[src/rtl/isa_decode_stage.sv]
// isa_decode_stage: registers one decoded instruction, accepted over valid/ready.
// The decode is held until a debounced commit button retires it with a one-cycle wr_en strobe.
// Optional macro ISA_DEC_ILLEGAL_EN: flags opcodes >= NUM_OPS as illegal,
// suppresses their enables, and retires them without asserting wr_en.
module isa_decode_stage #(
  parameter int              INSTR_W   = 16,
  parameter int              OP_W      = 4,
  parameter int              REG_AW    = 4,
  parameter int              IMM_W     = 8,
  parameter logic [OP_W-1:0] LD_OPCODE = OP_W'(1),
  parameter int              DB_CYCLES = 4,
  parameter int              NUM_OPS   = 16
) (
  input  logic               clk,
  input  logic               rst,
  input  logic [INSTR_W-1:0] instr,
  input  logic               instr_valid,
  output logic               instr_ready,
  input  logic               btn,
  output logic               out_valid,
  output logic [OP_W-1:0]    opcode,
  output logic [REG_AW-1:0]  rd_addr,
  output logic [REG_AW-1:0]  rs_addr,
  output logic [IMM_W-1:0]   imm,
  output logic               rd_en,
  output logic               rs_en,
  output logic               imm_en,
  output logic               wr_en,
  output logic               illegal
);

  localparam int              CNT_W   = $clog2(DB_CYCLES + 1);
  localparam logic [CNT_W-1:0] CNT_MAX = CNT_W'(DB_CYCLES);
  localparam logic [CNT_W-1:0] CNT_ARM = CNT_W'(DB_CYCLES - 1);

  // Reject parameter sets whose fields cannot fit in the instruction word
  if (INSTR_W < OP_W + REG_AW + IMM_W || IMM_W < 2 * REG_AW ||
      DB_CYCLES < 1 || NUM_OPS < 1) begin : g_bad_params
    $error("isa_decode_stage: inconsistent parameter set");
  end

  logic             sync_meta;
  logic             sync_level;
  logic [CNT_W-1:0] db_cnt;
  logic             press;

  logic [OP_W-1:0]   dec_opcode;
  logic [REG_AW-1:0] dec_rd;
  logic [REG_AW-1:0] dec_rs;
  logic [IMM_W-1:0]  dec_imm;
  logic              dec_ld;
  logic              dec_illegal;

  logic [OP_W-1:0]   held_opcode;
  logic [REG_AW-1:0] held_rd;
  logic [REG_AW-1:0] held_rs;
  logic [IMM_W-1:0]  held_imm;
  logic              held_ld;
  logic              held_valid;
  logic              held_illegal;
  logic              retire_q;
  logic              wr_q;
  logic              load;

  // Synchronise the raw button, then count how long it has stayed high (saturating)
  always_ff @(posedge clk) begin
    if (rst) begin
      sync_meta  <= 1'b0;
      sync_level <= 1'b0;
      db_cnt     <= '0;
    end else begin
      sync_meta  <= btn;
      sync_level <= sync_meta;
      if (!sync_level) begin
        db_cnt <= '0;
      end else if (db_cnt != CNT_MAX) begin
        db_cnt <= db_cnt + 1'b1;
      end
    end
  end

  // A press fires once, on the edge where the counter steps onto its saturation value
  assign press = sync_level && (db_cnt == CNT_ARM);

  // Field extraction; the destination field moves depending on whether this is a load-immediate
  always_comb begin
    dec_opcode = instr[INSTR_W-1 -: OP_W];
    dec_ld     = (dec_opcode == LD_OPCODE);
    dec_rs     = instr[REG_AW-1:0];
    dec_imm    = instr[IMM_W-1:0];
    if (dec_ld) begin
      dec_rd = instr[INSTR_W-OP_W-1 -: REG_AW];
    end else begin
      dec_rd = instr[2*REG_AW-1:REG_AW];
    end
  end

`ifdef ISA_DEC_ILLEGAL_EN
  assign dec_illegal = (32'(dec_opcode) >= 32'(NUM_OPS));
`else
  assign dec_illegal = 1'b0;
`endif

  // The slot frees up during the commit strobe so a new instruction can land at its end
  assign instr_ready = !held_valid || wr_q;
  assign load        = instr_valid && instr_ready;

  // Holding register for the decode, plus the one-cycle retire/commit strobes
  always_ff @(posedge clk) begin
    if (rst) begin
      held_opcode  <= '0;
      held_rd      <= '0;
      held_rs      <= '0;
      held_imm     <= '0;
      held_ld      <= 1'b0;
      held_illegal <= 1'b0;
      held_valid   <= 1'b0;
      retire_q     <= 1'b0;
      wr_q         <= 1'b0;
    end else begin
      retire_q <= press && held_valid;
      wr_q     <= press && held_valid && !held_illegal;
      if (load) begin
        held_opcode  <= dec_opcode;
        held_rd      <= dec_rd;
        held_rs      <= dec_rs;
        held_imm     <= dec_imm;
        held_ld      <= dec_ld;
        held_illegal <= dec_illegal;
        held_valid   <= 1'b1;
      end else if (retire_q) begin
        held_valid <= 1'b0;
      end
    end
  end

  assign out_valid = held_valid;
  assign opcode    = held_opcode;
  assign rd_addr   = held_rd;
  assign rs_addr   = held_rs;
  assign imm       = held_imm;
  assign wr_en     = wr_q;
  assign illegal   = held_illegal;
  assign rd_en     = held_valid && !held_illegal;
  assign imm_en    = rd_en && held_ld;
  assign rs_en     = rd_en && !held_ld;

endmodule

[config.mk]
export PLATFORM = sky130hd
export DESIGN_NAME = isa_decode_stage
export DESIGN_NICKNAME = d
export VERILOG_FILES = /design/src/rtl/isa_decode_stage.sv
export SDC_FILE = /design/constraint.sdc
export NUM_CORES = 1
export LEC_CHECK = 0
export CAP_MARGIN = 10
export CORE_UTILIZATION = 40
export CTS_CLUSTER_SIZE = 25
export DETAILED_ROUTE_END_ITERATION = 16
export PLACE_DENSITY = 0.86
export SYNTH_ARGS = -nofsm -noshare
export SYNTH_HDL_FRONTEND = slang
export SYNTH_SLANG_ARGS = --single-unit
[constraint.sdc]
create_clock -name clk -period 2 [get_ports clk]
set_clock_uncertainty 0.2 [all_clocks]
set_input_delay 0.4 -clock clk [delete_from_list [all_inputs] [get_ports clk]]
set_output_delay 0.4 -clock clk [all_outputs]
set_load 0.02 [all_outputs]
* Yosys cells after proc, flatten, opt, wreduce, memory -nomap -nowiden
Index checks and enable logic that the tools add are counted.
** Word-level totals
- Flip-flop bits (word level) :: 28
- Bits of input ports :: 20
- Logic and storage cells :: 28
** Operators by class
- Add/subtract/negate cells :: 1
- Equality and inequality tests :: 3
- Mux-type cells :: 3
- Bitwise operators :: 1
- Reductions and logical operators :: 10
** Operators with widths (number)
- logical AND 1 bit :: 5
- == test 4 x 1 -> 1 bit (second input constant) :: 1
- 2-to-1 mux 4 bit :: 1
- adder 3 x 1 -> 3 bit (second input constant) :: 1
- == test 3 x 2 -> 1 bit (second input constant) :: 1
- inequality test 3 bit (second input constant) :: 1
- logical NOT 1 bit :: 2
- 2-to-1 mux 1 bit :: 2
- nonzero test 2 bit :: 1
- OR reduction 2 bit :: 1
- logical OR 1 bit :: 1
- NOT 1 bit :: 1

* Logic depth before layout (Yosys ltp)
- Word-level depth :: 4
- Depth in mapped cells :: 5
- Depth with buffers taken out :: 5

* Least setup slack after synthesis
OpenSTA, ideal clock, no wires.
- Path type :: flip-flop to output port
- Start :: register held_valid, in the netlist out_valid
- End :: output port instr_ready
- Data arrival time :: 1.098 ns
- Data required time :: 1.400 ns
- Slack :: 0.302 ns
- Cell stages (with the launch flop) :: 4
- Buffers on the path :: 1
- Cell sequence :: dfxtp_1 > nor2b_1 > inv_1 > clkbuf_1
** On the way
- Word-level cells in the longest chain between the ends :: 2
** RTL lines
- start: declaration :: RTL line 59 : logic held_valid;
- start signal: assignment :: RTL line 117 : held_valid <= 1'b0;
- start signal: assignment :: RTL line 130 : held_valid <= 1'b1;
- start signal: assignment :: RTL line 132 : held_valid <= 1'b0;
- logical NOT 1 bit :: RTL line 105 : assign instr_ready = !held_valid || wr_q;
- logical OR 1 bit :: RTL line 105
- end: declaration :: RTL line 18 : output logic instr_ready,
No other way between the ends.

* Final worst setup path
- Start :: register held_rs[1], in the netlist rs_addr[1]
- End :: output port rs_addr[1]
** RTL lines
- start: declaration :: RTL line 56 : logic [REG_AW-1:0] held_rs;
- start signal: assignment :: RTL line 126 : held_rs <= dec_rs;
- end: declaration :: RTL line 23 : output logic [REG_AW-1:0] rs_addr,
No word-level cell between the ends.

==> metrics.md <==
| Metric | Value |
|---|---|
| Die X | 52.4 um |
| Dominant cells by area after synthesis | dfxtp_1 (47%), a21oi_1 (9.9%), nand3_1 (6.9%) |
| Mapped Area | 1010 um^2 |
| Fmax achieved | approximately 530 MHz |
| Worst path max stage delay | approximately 0.61 ns |
| GR Util met2 | between 30% and 40% |
| Worst EP arrival | between 1 and 1.5 ns |
| Status | finished, final reports clean |
| Hold WC Path Type | flop to flop |
| Vias | about 970 |
| Total GRT Usage | between 20% and 30% |
| Sink Count | 24 |
| Startpoint types | flop |
| Register area share after synthesis | between 40 and 50% |
| CP required | around 1.4 ns |
| Peak supply drop | 0.414 mV |
| Number of I/O port buffers | 45 |
| Post-DP Area | 1480 um^2 |
| TritonCTS Buffers | 3 |
| Critical-path cell list | clkdlybuf4s50_1 |
| Path type of the worst setup path | flop to primary output |
| Post-synth top area cell | dfxtp_1 |
| Die ar. | approximately 2700 um^2 |
| Std-Cell Rows | 17 |
| PostCTS Resize Cnt | 3 |
| Chip height | between 50 and 60 um |
| M3 GR Usage | roughly 3.2% |
| Final wirelength | approximately 2500 um |
| GR Overflow Total | 0 |
| First-pass GRT wire length | around 4200 um |
| Initial DRC count | 27 |
| Layer with the highest usage | met2 |
| Pleak | 0.577 nW |
| Met1 Use GR | roughly a quarter |
| Initial core utilization | between 40% and 50% |
| Min Tclk post-route | 1.89 ns |
| # diodes | 0 |
| Reg clk slew, reported paths | 0.13 ns |
| Critical path endpoint | rs_addr[1] |
| Worst-skew pair later-pin latency | just over 0.3 ns |
| Buf+Inv Stages, Crit Path | 1 |
| Routed length per placed instance | between 10 and 15 um |
| Hold Buf Count CTS | 0 |
| Core area | 2300 um^2 |
| Max Transition Viols Final | 0 |
| R2r setup slk | approximately 0.5 ns |
| CTS tree | done |
| Fraction of layout cells with a size suffix above 1 | between 7 and 8% |
| Commonest non-fill, non-tap cell in the layout | clkdlybuf4s50_1 |
| Seq cells post-synth | 24 |
| HPWL Detailed | 1830 um |
| Post-route ant nets | 0 |
| Syn_area_per_cell | ~8.8 um^2 |
| Final Hold Viols | 0 |
| Hold WS | 0.276 ns |
| Yosys warnings | 0 |
| Fin area | approximately 1500 um^2 |
| Crit path depth | 1 |
| Vias per cell | ~5.3 |
| Synthesized Nets | roughly 140 |
| Clock Tree Root | clkbuf_4 |
| Worst r2r src | out_valid$_SDFFE_PP0P_ |
| Worst Setup SP | rs_addr[1]$_SDFFE_PP0P_ |
| Final cycle utilization of the critical path | 94.6% |
| Maxcap violations | 0 |
| Register area | between 400 and 500 um^2 |
| Initial antenna violation count | 0 |
| DR pass1 iterations | 4 |
| Multi-input logic area | between 400 and 500 um^2 |
| Reg2reg path depth | 5 |
| H-Tree Depth | 1 |
| Cells after synthesis | about 120 |
| Slowest CP cell | clkdlybuf4s50_1 |
| I/O pin count | 47 |
| Drc violations | 0 |
| Post-synth cell types | 19 |
| RSZ-0062 raised after global routing | no |
| # nets final | between 150 and 200 |
| CTS max path bufs | 2 |
| Setup TNS | 0 ns |
| GPL Wtd Cong | roughly 0.72 |
| Top cell type's share of synthesized area | between 40 and 50% |
| Top delay family on crit path | buffers and inverters |
| Number of global-route vias before repair | ~960 |
| Post CTS Setup Buffer Count | 0 |
| PwrDens | 650 nW/um^2 |
| Largest net degree at the start of global routing | 23 |
| Synthesis-to-finish area growth | 49.4% |
| Worst R2R End | rd_addr[3]$_SDFFE_PP0P_ |
| Most frequent cells in the layout | clkdlybuf4s50_1 (40), dfxtp_1 (23), a21oi_1 (20) |
| Crit end category | primary output |
| # fillers | 196 |
| Max FO, Critical Path | 3 |
| Setup violators final | 0 |
==> worst min-delay path by stage <==
stage,startpoint,to,slack [ns],depth (start not counted)
4_1_cts,opcode[2]$_SDFFE_PP0P_,opcode[2]$_SDFFE_PP0P_,0.29,2
2_1_floorplan,sync_meta$_SDFF_PP0_,sync_level$_SDFF_PP0_,0.21,1
3_3_place_gp,sync_meta$_SDFF_PP0_,sync_level$_SDFF_PP0_,0.22,1
6_report,out_valid$_SDFFE_PP0P_,wr_en$_SDFF_PP0_,0.28,2
3_5_place_dp,sync_meta$_SDFF_PP0_,sync_level$_SDFF_PP0_,0.26,1
5_1_grt,sync_meta$_SDFF_PP0_,sync_level$_SDFF_PP0_,0.29,1
==> state kept, by name, indices dropped and copies added, names as in the netlist <==
name,cells
db_cnt,3
held_ld,1
rs_addr,3
out_valid,1
wr_en,1
sync_level,1
opcode,4
imm,5
sync_meta,1
rd_addr,4
==> report_power, final <==
part	total (mW)	leakage (nW)	switching [mW]	internal (mW)
Combinational	0.221	0.359	0.109	0.111
Clock	0.249	0.0210	0.138	0.111
Sequential	0.516	0.197	0.0131	0.502
Total	0.986	0.577	0.261	0.725
==> cells by family after synthesis <==
kind of cell | count (synthesis) | synth area share [%]
flops | 24 | 47.3
simple gates | 26 | 14.8
fa+ha+maj | 3 | 3.70
other cells | 1 | 0.370
xor+xnor | 1 | 0.863
compound gates | 37 | 19.7
mux | 4 | 3.95
buf+inv | 19 | 9.25
==> Yosys cell counts, drive strengths merged <==
library cell and instances:
nand3 14, dfxtp 24, o21ai 13, xnor2 1
conb 1, nand2 3, mux2i 4, ha 3
nor2b 4, clkbuf 6, nand2b 1, nor2 2
inv 5, a21oi 20, and2 1, a311oi 4
nor4b 1, buf 8
==> layer usage <==
metal  share of wire [%]  routed length [um]
met1                  45                1140
met2                  50                1270
met3                 4.6                 116
met4                0.43                  11
met5                   0                   0
==> layout make-up <==
cell class	count	share of cell area, %
Tap cell	28	2.31
Timing Repair Buffer	50	33.1
Multi-Input combinational cell	72	29.2
Sequential cell	24	31.8
Inverter	5	1.24
Clock buffer	4	2.39
==> stage by stage <==
stage / total power [mW] / utilization, % / setup slack [ns] / std cells
4_1_cts: 0.997 / 65.6 / 0.0107 / 183
5_1_grt: 1.03 / 66.0 / 0.0250 / 183
3_5_place_dp: 0.748 / 64.2 / 0.0477 / 179
6_report: 0.986 / 66.0 / 0.108 / 183
3_3_place_gp: 0.742 / 64.2 / 0.0871 / 179
2_1_floorplan: 0.634 / - / 0.302 / 115
(Power assumes the default switching activity.)
